`src/rtl/rrb_request_agent.sv`:
```
// Requester agent for the weighted round-robin arbiter: per-channel job counters drive request, grants consume jobs, grant protocol is policed.
// Latency: push -> request one cycle; grant -> served/request/err_* one cycle; job_ready and pending_count are combinational from the counters.
// Backpressure: job_ready drops when a counter is full; a push while full is dropped unless the same channel consumes that cycle.
module rrb_request_agent #(
    parameter int channels  = 8,
    parameter int width     = 32,
    parameter int cnt_width = 8
) (
    input  logic                          clk,
    input  logic                          reset,
    input  logic [channels-1:0]           job_push,
    output logic [channels-1:0]           job_ready,
    input  logic [channels-1:0]           grant,
    input  logic [channels*width-1:0]     weight,
    output logic [channels-1:0]           request,
    output logic [channels-1:0]           served,
    output logic [channels*cnt_width-1:0] pending_count,
    output logic                          err_multi,
    output logic                          err_spurious,
    output logic                          err_overrun
);

    localparam logic [cnt_width-1:0] cnt_max = '1;
    localparam logic [cnt_width-1:0] cnt_one = cnt_width'(1);
    localparam logic [width-1:0]     ten_max = '1;
    localparam logic [width-1:0]     ten_one = width'(1);

    logic [cnt_width-1:0] count     [channels];
    logic [cnt_width-1:0] count_nxt [channels];
    logic [channels-1:0]  consume;
    logic [channels-1:0]  req_prev;
    logic [channels-1:0]  prev_grant;
    logic [width-1:0]     tenure;
    logic [width-1:0]     tenure_nxt;
    logic [width-1:0]     grant_weight;
    logic [width-1:0]     eff_weight;
    logic                 grant_onehot;
    logic                 grant_multi;

    assign grant_onehot = $onehot(grant);
    assign grant_multi  = $countones(grant) > 1;

    // A multi-bit grant is treated as invalid: nobody consumes that cycle.
    always_comb begin
        for (int i = 0; i < channels; i++) begin
            job_ready[i] = (count[i] != cnt_max);
            pending_count[i*cnt_width +: cnt_width] = count[i];
            consume[i]   = grant[i] && (count[i] != '0) && !grant_multi;
            count_nxt[i] = count[i];
            if (job_push[i] && !consume[i] && job_ready[i])
                count_nxt[i] = count[i] + cnt_one;
            else if (!job_push[i] && consume[i])
                count_nxt[i] = count[i] - cnt_one;
        end
    end

    always_comb begin
        grant_weight = '0;
        for (int i = 0; i < channels; i++) begin
            if (grant[i])
                grant_weight = weight[i*width +: width];
        end
        eff_weight = (grant_weight == '0) ? ten_one : grant_weight;
    end

    // Tenure restarts on any new one-hot grant and saturates rather than wrapping.
    always_comb begin
        tenure_nxt = '0;
        if (grant_onehot) begin
            if (grant == prev_grant)
                tenure_nxt = (tenure == ten_max) ? tenure : tenure + ten_one;
            else
                tenure_nxt = ten_one;
        end
    end

    always_ff @(posedge clk) begin
        if (!reset) begin
            for (int i = 0; i < channels; i++)
                count[i] <= '0;
            request      <= '0;
            served       <= '0;
            req_prev     <= '0;
            prev_grant   <= '0;
            tenure       <= '0;
            err_multi    <= 1'b0;
            err_spurious <= 1'b0;
            err_overrun  <= 1'b0;
        end else begin
            for (int i = 0; i < channels; i++) begin
                count[i]   <= count_nxt[i];
                request[i] <= (count_nxt[i] != '0);
            end
            served       <= consume;
            req_prev     <= request;
            prev_grant   <= grant;
            tenure       <= tenure_nxt;
            err_multi    <= err_multi | grant_multi;
            // Grant is legal while request is high or one cycle after it fell.
            err_spurious <= err_spurious | (|(grant & ~(request | req_prev)));
            err_overrun  <= err_overrun | (grant_onehot && (tenure_nxt > eff_weight));
        end
    end

endmodule
```
`config.mk`:
```
export PLATFORM = sky130hd
export DESIGN_NAME = rrb_request_agent
export DESIGN_NICKNAME = d
export VERILOG_FILES = /design/src/rtl/rrb_request_agent.sv
export SDC_FILE = /design/constraint.sdc
export NUM_CORES = 1
export LEC_CHECK = 0
export ABC_AREA = 1
export BUFFER_PORTS_ARGS = -buffer_cell sky130_fd_sc_hd__buf_2
export CAP_MARGIN = 20
export CORE_MARGIN = 2
export CORE_UTILIZATION = 35
export CTS_CLUSTER_DIAMETER = 50
export DETAILED_ROUTE_END_ITERATION = 10
export MAX_ROUTING_LAYER = met4
export SETUP_SLACK_MARGIN = 0.02
export SLEW_MARGIN = 0
export SYNTH_ARGS = -nofsm -noshare
export SYNTH_HDL_FRONTEND = slang
export SYNTH_SLANG_ARGS = --single-unit
```
`constraint.sdc`:
```
create_clock -name clk -period 4.5 [get_ports clk]
set_clock_uncertainty 0.05 [all_clocks]
set_input_delay 0 -clock clk [delete_from_list [all_inputs] [get_ports clk]]
set_output_delay 0 -clock clk [all_outputs]
set_load 0.02 [all_outputs]
```
==> flow_metrics.py, run 1 <==
metrics = {
    "cells_and_area": {
        "fin_cells": 2872,
        "drive_gt1_frac": 0.223,
        "seq_area_um2": 2620,
        "num-nets-final": 2737,
        "multi_input_area_um2": 8490,
        "post-route-util": 0.443,
        "area_growth_pct": 24.5,
        "fillers": 3737,
        "final_area_um2": 15300,
    },
    "floorplanning": {
        "dieArea_um2": 36700,
        "fp-row-count": 68,
        "die_h_um": 192,
        "die_w_um": 192,
        "initial_core_util": 0.356,
        "core_um2": 34600,
        "io_pins": 365,
    },
    "logic_synthesis": {
        "synth_ff_type": "dfxtp_1",
        "netlist_area_um2": 12300,
        "synth_cells": 2045,
        "yosysSeqAreaShare": 0.213,
        "synth_area_leaders": "dfxtp_1 21%, nand2_1 16%, nor2_1 9.9%",
        "synth_largest_area_cell": "dfxtp_1",
        "ys_ff_latch": 131,
        "synth_top_family_by_area": "simple AND/OR/NAND/NOR gates",
        "yosys.area_share.xor_xnor": 0.0788,
        "synth_compound_area_frac": 0.121,
        "syn-num-nets": 2383,
        "yosysWarnings": 0,
        "ys_types": 60,
        "synth-simple-area-share": 0.420,
        "synth_top_area_frac": 0.213,
        "muxShareOfSynthArea": 0,
        "synthAdderAreaFrac": 0.0674,
        "synth_edf_count": 0,
        "synthArstFlopShare": 0,
        "syn_avg_cell_area_um2": 6.03,
    },
    "placement": {
        "port-buffer-count": 364,
        "dp.cells": 2829,
        "place.gp.congestion": 0.976,
        "placed_cell_area_um2": 14700,
        "hpwl_um": 36400,
    },
    "routing": {
        "viasPerCell": 4.92,
        "ant_nets": 0,
        "m1WireLength_um": 19500,
        "wirelength_um": 46100,
        "vias": 14119,
        "wl_met3_um": 3060,
        "routed-wl-met2_um": 22000,
        "drt-wirelength-per-cell_um": 16.1,
        "drc": 0,
        "drtPass1Iterations": 7,
        "highest_layer": "met4",
        "drtIter0Drc": 913,
    },
    "worst_hold_path": {
        "worstHoldPathCells": 6,
        "hp-class": "in2reg",
    },
    "global_route": {
        "grt_pass1_vias": 13332,
        "grt_max_degree": 78,
        "grt-ovfl-total": 0,
        "track_usage": 0.255,
        "grt_pass1_wl_um": 71300,
        "antenna_found_initial": 5,
    },
    "power_and_ir_drop": {
        "p_seq_frac": 0.303,
        "internal_power_mw": 2.79,
        "p_comb_frac": 0.382,
        "p_clk_frac": 0.315,
        "swShare": 0.389,
        "power.leakage_nw": 7.82,
        "power.density_nw_per_um2": 298,
        "switchingPower_mw": 1.77,
        "peakVddDrop_uv": 176,
    },
    "sta": {
        "whs_ns": 0.0223,
        "rsz0062_at_grt": "false",
        "clock.fmax_ghz": 0.238,
        "hold_violations": 0,
        "worst_slew_margin_rel": 0.390,
        "period_minus_slack_ns": 4.20,
        "slew_violations": 0,
        "period_share": 0.933,
        "tightest_slew_ns": 0.914,
        "finalSetupViolations": 0,
    },
    "clock_tree": {
        "clkTransAtPathRegs_ns": 0.06,
        "post_cts_buffers": 0,
        "cts.sinks": 131,
        "tritoncts": "built",
        "numCtsBuffers": 17,
        "root_buffer": "clkbuf_16",
        "htree_num_levels": 4,
        "cts_buffer_depth": 2,
        "clk_latency_ns": 0.42,
    },
    "critical_path": {
        "cp_max_fo": 14,
        "cp.required_ns": 4.75,
        "cp-end-kind": "flip-flop",
        "critPathKind": "in2reg",
        "regToRegSetupSlack_ns": 1.36,
        "r2r_start": "tenure[14]",
        "crit_start": "grant[3]",
        "crit_slowest_cell": "fa_1",
        "slowest_delay_ns": 0.57,
        "worstPathArrival_ns": 4.45,
        "reg2reg_depth": 20,
        "start_kind": "input port",
        "crit_path_end": "err_overrun",
        "r2r_end": "err_overrun",
    },
    "flow_run": {
        "cap_violations": 0,
    },
    "outcome": {
        "outcome": "finished, final reports clean",
    },
}
cell type report:
type                            count  share of cell area
Multi-Input combinational cell   1624               0.553
Timing Repair Buffer              418               0.147
Clock inverter                     15              0.0118
Tap cell                          455              0.0371
Inverter                          207              0.0513
Clock buffer                       17              0.0277
Sequential cell                   131               0.171
Antenna cell                        5            0.000815
kinds of logic (layout without fill, tap and decap cells):
logic type,count (synthesis),after routing
and+or+nand+nor,1186,1186
AOI/OAI and AO/OA,264,264
adders and majority gates,64,64
buffers and inverters,290,657
DFF,131,131
xor gates and xnor gates,110,110
other,0,5
repair_timing:
action	CTS	global route
hold buffers	6	0
setup endpoints to repair	0	1
gates resized for setup	0	2
endpoints found under the hold margin	12	0
how the worst min path moves through the flow:
| stage | end | from |
|---|---|---|
| after floorplan | prev_grant[4] | grant[4] |
| after global routing | req_prev[2] | reset |
| final | count[1][7] | job_push[4] |
| after detailed placement | prev_grant[4] | grant[4] |
| after CTS | count[1][7] | job_push[4] |
| after global placement | prev_grant[4] | grant[4] |
critical path: cells and delay by family:
family / cells / cell delay, ns
AND/OR/NAND/NOR: 10 / 0.89
AO/OA/AOI/OAI: 4 / 0.47
adder cells (fa/ha/maj): 6 / 2.43
buffers and inverters: 7 / 0.67
layer usage:
layer	track usage	vias to the layer above
met4	0.0962	0
met1	0.301	6328
met3	0.0492	65
li1	-	7250
met2	0.429	476
met5	-	-
power by group through the flow:
| stage | clock, mW | sequential (mW) | combinational, mW |
|---|---|---|---|
| 2_1_floorplan | 0 | 1.48 | 1.11 |
| 3_3_place_gp | 0 | 1.40 | 1.73 |
| 3_5_place_dp | 0 | 1.41 | 1.74 |
| 4_1_cts | 1.49 | 1.38 | 1.76 |
| 5_1_grt | 1.54 | 1.40 | 1.97 |
| 6_report | 1.44 | 1.38 | 1.74 |
Yosys cell counts, drive strengths merged (5+ instances only):
| library cell | count |
|---|---|
| nor3 | 40 |
| nor4 | 6 |
| ha | 60 |
| nand3 | 182 |
| nand4 | 26 |
| a21boi | 28 |
| nand3b | 5 |
| dfxtp | 131 |
| nand2 | 545 |
| nor2 | 340 |
| a21oi | 134 |
| or2 | 35 |
| buf | 51 |
| inv | 205 |
| xor2 | 95 |
| o21ai | 85 |
| clkbuf | 32 |
| xnor2 | 15 |
stage by stage:
step	setup slack [ns]	TNS, ns	total power, mW
after global routing	0.0505	0	4.91
after CTS	0.315	0	4.63
after detailed placement	-0.141	-0.141	3.15
final	0.303	0	4.57
after floorplan	0.0222	0	2.58
after global placement	-0.0802	-0.0802	3.13
cells in the final DEF, fill, tap and decap left out, drive strengths merged, types with 26 or more instances in the layout:
master,synthesis,routed
a21boi,28,28
nand3,182,182
nor3,40,40
nand4,26,26
nand2,545,545
ha,60,60
xor2,95,95
buf,51,412
a21oi,134,134
dfxtp,131,131
nor2,340,340
or2,35,35
inv,205,207
o21ai,85,85
state kept, by name, indices dropped and copies added (netlist names):
name / count
count: 64
tenure: 32
prev_grant: 8
req_prev: 8
request: 8
served: 8
err_multi: 1
err_overrun: 1
err_spurious: 1
No activity file was read; power rests on OpenSTA's default activity.
==> run 2, diff against run 1 <==
--- a/config.mk
+++ b/config.mk
@@ -13,6 +13,7 @@
 export CTS_CLUSTER_DIAMETER = 50
 export DETAILED_ROUTE_END_ITERATION = 10
 export MAX_ROUTING_LAYER = met4
+export PLACE_DENSITY = 0.61
 export SETUP_SLACK_MARGIN = 0.02
 export SLEW_MARGIN = 0
 export SYNTH_ARGS = -nofsm -noshare
==> constraint.sdc (replaced) <==
create_clock -name clk -period 4.5 [get_ports clk]
set_clock_uncertainty 0.05 [all_clocks]
set_input_delay 0.225 -clock clk [delete_from_list [all_inputs] [get_ports clk]]
set_output_delay 0.225 -clock clk [all_outputs]
set_load 0.02 [all_outputs]
==> flow_metrics.py, run 2 (synthesized netlist as in run 1, its figures left out) <==
metrics = {
    "sta": {
        "slew_violations": 0,
        "rsz0062_at_grt": "true",
        "clock.fmax_ghz": 0.228,
        "period_share": 0.976,
        "period_minus_slack_ns": 4.39,
        "hold_violations": 0,
        "setup_ws_ns": 0.108,
        "tightest_slew_ns": 0.931,
        "worst_slew_margin_rel": 0.379,
        "finalSetupViolations": 0,
    },
    "cells_and_area": {
        "num-nets-final": 2757,
        "largest_reg_flops": 64,
        "fillers": 3733,
        "final_cell_mix": "523 x nand2_1, 362 x buf_2, 322 x nor2_1",
        "post-route-util": 0.454,
        "drive_gt1_frac": 0.246,
        "fin_cells": 2898,
        "final_area_um2": 15700,
        "largest-register": "count",
        "largest_registers": "count x64, tenure x32",
        "area_growth_pct": 27.6,
        "final_common_cell": "nand2_1",
    },
    "floorplanning": {
        "core_um2": 34600,
        "io_pins": 365,
        "fp-row-count": 68,
        "dieArea_um2": 36700,
        "die_w_um": 192,
        "die_h_um": 192,
        "initial_core_util": 0.356,
    },
    "critical_path": {
        "crit_slowest_cell": "fa_2",
        "critPathKind": "in2reg",
        "cp_max_fo": 7,
        "cp_common_cell": "inv_2",
        "start_kind": "input port",
        "cp-end-kind": "flip-flop",
        "regToRegSetupSlack_ns": 1.33,
        "worstPathArrival_ns": 4.63,
        "cp.required_ns": 4.74,
        "slowest_delay_ns": 0.56,
    },
    "power_and_ir_drop": {
        "p_total_mw": 4.58,
        "swShare": 0.384,
        "power.density_nw_per_um2": 291,
        "peakVddDrop_uv": 198,
        "p_comb_frac": 0.391,
        "switchingPower_mw": 1.76,
        "p_seq_frac": 0.303,
        "internal_power_mw": 2.82,
        "power.leakage_nw": 7.91,
        "p_clk_frac": 0.306,
    },
    "clock_tree": {
        "tritoncts": "built",
        "cts.sinks": 131,
        "htree_num_levels": 4,
        "clk_latency_ns": 0.41,
        "clkTransAtPathRegs_ns": 0.06,
        "root_buffer": "clkbuf_16",
        "cts_buffer_depth": 2,
        "numCtsBuffers": 17,
    },
    "global_route": {
        "grt-ovfl-total": 0,
        "grt_max_degree": 78,
        "grt_pass1_wl_um": 72200,
        "antenna_found_initial": 9,
        "track_usage": 0.260,
        "grt_pass1_vias": 13460,
    },
    "routing": {
        "drtPass1Iterations": 5,
        "drtIter0Drc": 834,
        "ant_nets": 0,
        "drc": 0,
        "vias": 14282,
        "viasPerCell": 4.93,
        "wirelength_um": 47500,
        "drt-wirelength-per-cell_um": 16.4,
    },
    "placement": {
        "place_ws_ns": -0.399,
        "placed_cell_area_um2": 14800,
        "port-buffer-count": 364,
        "place.gp.congestion": 1.02,
        "hpwl_um": 37100,
        "dp.cells": 2844,
    },
    "outcome": {
        "outcome": "finished, final reports clean",
    },
    "flow_run": {
        "cap_violations": 0,
    },
    "worst_hold_path": {
        "hp-class": "in2reg",
    },
}
run 2: cell types whose count changed in the layout (fill, tap and decap cells not counted), sizes merged:
cell,delta
dlygate4sd3,-6
buf,+24
clkinv,-4
clkbuf,+8
inv,-2
clkinvlp,+1
bufinv,-1
diode,+6
run 2: through the flow:
step / setup TNS [ns] / hold slack (ns)
floorplan: -0.203 / 0.268
global placement: -0.296 / 0.378
detailed placement: -0.425 / 0.378
CTS: 0 / 0.0277
global route: -0.0714 / 0.0381
finish: 0 / 0.0508
run 2: final cells by class:
cell class                 count  area, µm²  share of cell area
inverter                     207        798              0.0507
clock inverter                 9        103             0.00652
timing repair buffer         438       2450               0.156
antenna                       11       27.5             0.00175
sequential                   131       2620               0.167
multi-input combinational   1624       8670               0.551
clock buffer                  23        488              0.0310
tap                          455        569              0.0362
run 2: routing by layer:
layer	routed length [µm]	GRT usage
met5	0	-
met1	20300	0.313
met2	22500	0.431
met4	1670	0.107
met3	3030	0.0433
run 2: worst paths after layout:
kind	end	start	cells past startpoint
min	prev_grant[4]	grant[4]	3
min reg2reg	req_prev[7]	request[7]	2
max reg2reg	err_overrun	tenure[14]	18
max	err_overrun	grant[1]	28
run 2: timing repair:
| action | CTS | global route |
|---|---|---|
| gates resized for setup | 0 | 64 |
| endpoints found under the setup margin | 0 | 1 |
| setup buffers | 0 | 9 |
| hold buffers | 0 | 0 |
run 2: power by group through the flow:
stage / clock network, mW / logic, mW / registers, mW
floorplan: 0 / 1.11 / 1.48
global placement: 0 / 1.74 / 1.41
detailed placement: 0 / 1.76 / 1.41
CTS: 1.44 / 1.76 / 1.39
global route: 1.49 / 2.01 / 1.41
finish: 1.40 / 1.79 / 1.39
run 2: worst max-delay path: cells and delay by family:
family	cells	cell delay [ns]
AOI/OAI and AO/OA	3	0.39
adders and majority gates	6	2.34
buffers and inverters	10	0.83
and+or+nand+nor	9	0.84
==> run 3, diff against run 2 <==
--- a/config.mk
+++ b/config.mk
@@ -5,15 +5,16 @@
 export SDC_FILE = /design/constraint.sdc
 export NUM_CORES = 1
 export LEC_CHECK = 0
-export ABC_AREA = 1
 export BUFFER_PORTS_ARGS = -buffer_cell sky130_fd_sc_hd__buf_2
 export CAP_MARGIN = 20
+export CORE_ASPECT_RATIO = 0.6
 export CORE_MARGIN = 2
 export CORE_UTILIZATION = 35
 export CTS_CLUSTER_DIAMETER = 50
 export DETAILED_ROUTE_END_ITERATION = 10
 export MAX_ROUTING_LAYER = met4
-export PLACE_DENSITY = 0.61
+export PLACE_DENSITY = 0.63
+export REMOVE_ABC_BUFFERS = 1
 export SETUP_SLACK_MARGIN = 0.02
 export SLEW_MARGIN = 0
 export SYNTH_ARGS = -nofsm -noshare
==> flow_metrics.py, run 3 <==
metrics = {
    "sta": {
        "setup_tns_ns": -0.0654,
        "tightest_slew_ns": 0.790,
        "worst_slew_margin_rel": 0.469,
        "period_minus_slack_ns": 4.57,
        "finalSetupViolations": 1,
        "whs_ns": -0.00411,
        "period_share": 1.01,
        "hold_violations": 1,
        "setup_ws_ns": -0.0654,
        "clock.fmax_ghz": 0.219,
        "rsz0062_at_grt": "true",
        "slew_violations": 0,
    },
    "logic_synthesis": {
        "yosys-top-cells-count": "183 x nor2_1, 131 x dfxtp_1, 84 x nand2_1, 75 x clkbuf_1, 60 x ha_1",
        "netlist_area_um2": 10100,
        "synth_ff_type": "dfxtp_1",
        "yosysSeqAreaShare": 0.260,
        "synthArstFlopShare": 0,
        "synth_edf_count": 0,
        "ys_types": 75,
        "synth_area_leaders": "dfxtp_1 26%, ha_1 7.4%, nor2_1 6.8%",
        "synth_largest_area_cell": "dfxtp_1",
        "yosysWarnings": 0,
        "synth_top_area_frac": 0.260,
        "synth_cells": 1322,
        "ys_ff_latch": 131,
        "syn_avg_cell_area_um2": 7.64,
        "yosysMostFrequentCell": "nor2_1",
    },
    "outcome": {
        "outcome": "finished, violations left",
        "violations": "hold timing, setup timing",
    },
    "floorplanning": {
        "fp-row-count": 48,
        "dieArea_um2": 30300,
        "initial_core_util": 0.353,
        "core_um2": 28600,
        "die_w_um": 223,
        "io_pins": 365,
        "die_h_um": 136,
    },
    "routing": {
        "wirelength_um": 45300,
        "drtPass1Iterations": 5,
        "ant_nets": 0,
        "vias": 12308,
        "viasPerCell": 5.77,
        "drc": 0,
        "drt-wirelength-per-cell_um": 21.2,
        "drtIter0Drc": 1130,
    },
    "power_and_ir_drop": {
        "swShare": 0.392,
        "power.density_nw_per_um2": 371,
        "p_seq_frac": 0.302,
        "internal_power_mw": 3.14,
        "peakVddDrop_uv": 324,
        "p_comb_frac": 0.429,
        "p_total_mw": 5.16,
        "switchingPower_mw": 2.02,
        "p_clk_frac": 0.269,
        "power.leakage_nw": 6.25,
    },
    "critical_path": {
        "crit_path_cell_trace": "buf_2, inv_2, fa_1, fa_1, fa_1, inv_1, ha_2, inv_2, fa_1, buf_4, a32o_2, buf_4, buf_12, buf_6, nand2_1, o21bai_1, ha_1, nor2b_1, o21ai_0, a21oi_1, a2111oi_1, o21ai_0, o221ai_1, a21oi_1",
        "start_kind": "input port",
        "reg2reg_depth": 18,
        "slowest_delay_ns": 0.51,
        "regToRegSetupSlack_ns": 0.39,
        "crit_path_end": "err_overrun",
        "r2r_start": "tenure[12]",
        "cp.required_ns": 4.76,
        "crit_slowest_cell": "fa_1",
        "critPathKind": "in2reg",
        "r2r_end": "err_overrun",
        "worstPathArrival_ns": 4.83,
        "cp_max_fo": 11,
        "crit_start": "grant[3]",
        "cp-end-kind": "flip-flop",
        "cp_common_cell": "fa_1",
    },
    "cells_and_area": {
        "final_cell_mix": "362 x buf_2, 181 x nor2_1, 131 x dfxtp_1",
        "drive_gt1_frac": 0.327,
        "final_area_um2": 13900,
        "num-nets-final": 2082,
        "largest-register": "count",
        "area_growth_pct": 37.6,
        "largest_registers": "count x64, tenure x32",
        "largest_reg_flops": 64,
        "final_common_cell": "buf_2",
    },
    "clock_tree": {
        "numCtsBuffers": 17,
        "tritoncts": "built",
        "clk_latency_ns": 0.44,
        "cts.sinks": 131,
        "clkTransAtPathRegs_ns": 0.06,
        "htree_num_levels": 4,
        "root_buffer": "clkbuf_16",
        "cts_buffer_depth": 2,
    },
    "placement": {
        "placed_cell_area_um2": 13000,
        "port-buffer-count": 364,
        "hpwl_um": 34500,
        "place.gp.congestion": 1.01,
    },
    "flow_run": {
        "cap_violations": 0,
    },
    "global_route": {
        "track_usage": 0.296,
        "grt_max_degree": 55,
        "grt_pass1_wl_um": 66000,
        "grt-ovfl-total": 0,
        "antenna_found_initial": 4,
        "grt_pass1_vias": 11170,
    },
    "worst_hold_path": {
        "hp-class": "in2reg",
    },
}
[run 3: changes by cell type after synthesis, sizes merged, moves of 43 or more]
cell	previous run	this run
nand3	182	39
a21oi	134	42
clkbuf	32	75
and2	4	52
xor2	95	49
inv	205	47
nand2	545	84
nor2	340	184
o22ai	0	52
[run 3: what timing repair did]
item                       4_1_cts  5_1_grt
gates resized for setup         15       49
hold endpoints to repair         0        1
setup buffers                    2       10
pin swaps                       10       15
hold buffers                     0        1
cloned                           2        0
setup endpoints to repair        9       13
[run 3: routing by layer]
metal | share of wire | track usage | wire length (µm) | up-vias
met3 | 0.082 | 0.0714 | 3700 | 79
met5 | 0 | - | 0 | -
li1 | - | - | - | 5794
met2 | 0.41 | 0.418 | 18700 | 568
met4 | 0.036 | 0.112 | 1610 | 0
met1 | 0.47 | 0.405 | 21200 | 5867
[run 3: stage by stage]
stage / util / worst slack (ns) / instances
after floorplan: - / -1.41 / 1238
after global placement: 0.453 / -0.643 / 2086
after detailed placement: 0.453 / -0.753 / 2086
after CTS: 0.476 / -0.102 / 2121
after global routing: 0.486 / -0.350 / 2134
final: 0.486 / -0.0654 / 2134
[run 3: worst min path at each step]
stage	start	to	slack (ns)	depth (start not counted)
after floorplan	reset	count[0][10]	0.30	1
after global placement	err_multi	err_multi	0.43	2
after detailed placement	err_multi	err_multi	0.44	2
after CTS	grant[0]	prev_grant[0]	0.01	3
after global routing	grant[0]	prev_grant[0]	0.004	3
final	grant[0]	prev_grant[0]	-0.004	3
[run 3: kinds of logic (layout without fill, tap and decap cells)]
logic type / count (synthesis) / in the layout / share of synthesized area
adders and majority gates: 64 / 64 / 0.0822
AOI/OAI and AO/OA: 344 / 344 / 0.248
xor gates and xnor gates: 88 / 88 / 0.0763
other: 0 / 3 / 0
DFF: 131 / 131 / 0.260
and+or+nand+nor: 555 / 555 / 0.276
buffers and inverters: 132 / 566 / 0.0504
muxes: 8 / 8 / 0.00805
[run 3: critical path, delay by kind of cell]
family,cells,cell delay (ns)
adders and majority gates,6,2.21
AOI/OAI and AO/OA,8,1.38
buffers and inverters,8,0.88
and+or+nand+nor,2,0.14
[run 3: final cells by class]
| cell class | instances | area [µm²] |
|---|---|---|
| Inverter | 48 | 188 |
| Tap cell | 375 | 469 |
| Antenna cell | 3 | 7.51 |
| Clock buffer | 20 | 467 |
| Timing Repair Buffer | 487 | 2870 |
| Sequential cell | 131 | 2620 |
| Fill cell | 2804 | 14700 |
| Clock inverter | 11 | 110 |
| Multi-Input combinational cell | 1059 | 7170 |
[run 3: power by group through the flow]
stage	logic [mW]	registers, mW	clock network [mW]
floorplan	1.05	1.66	0
global placement	2.01	1.57	0
detailed placement	2.03	1.57	0
CTS	2.06	1.55	1.41
global route	2.39	1.59	1.46
finish	2.21	1.56	1.39
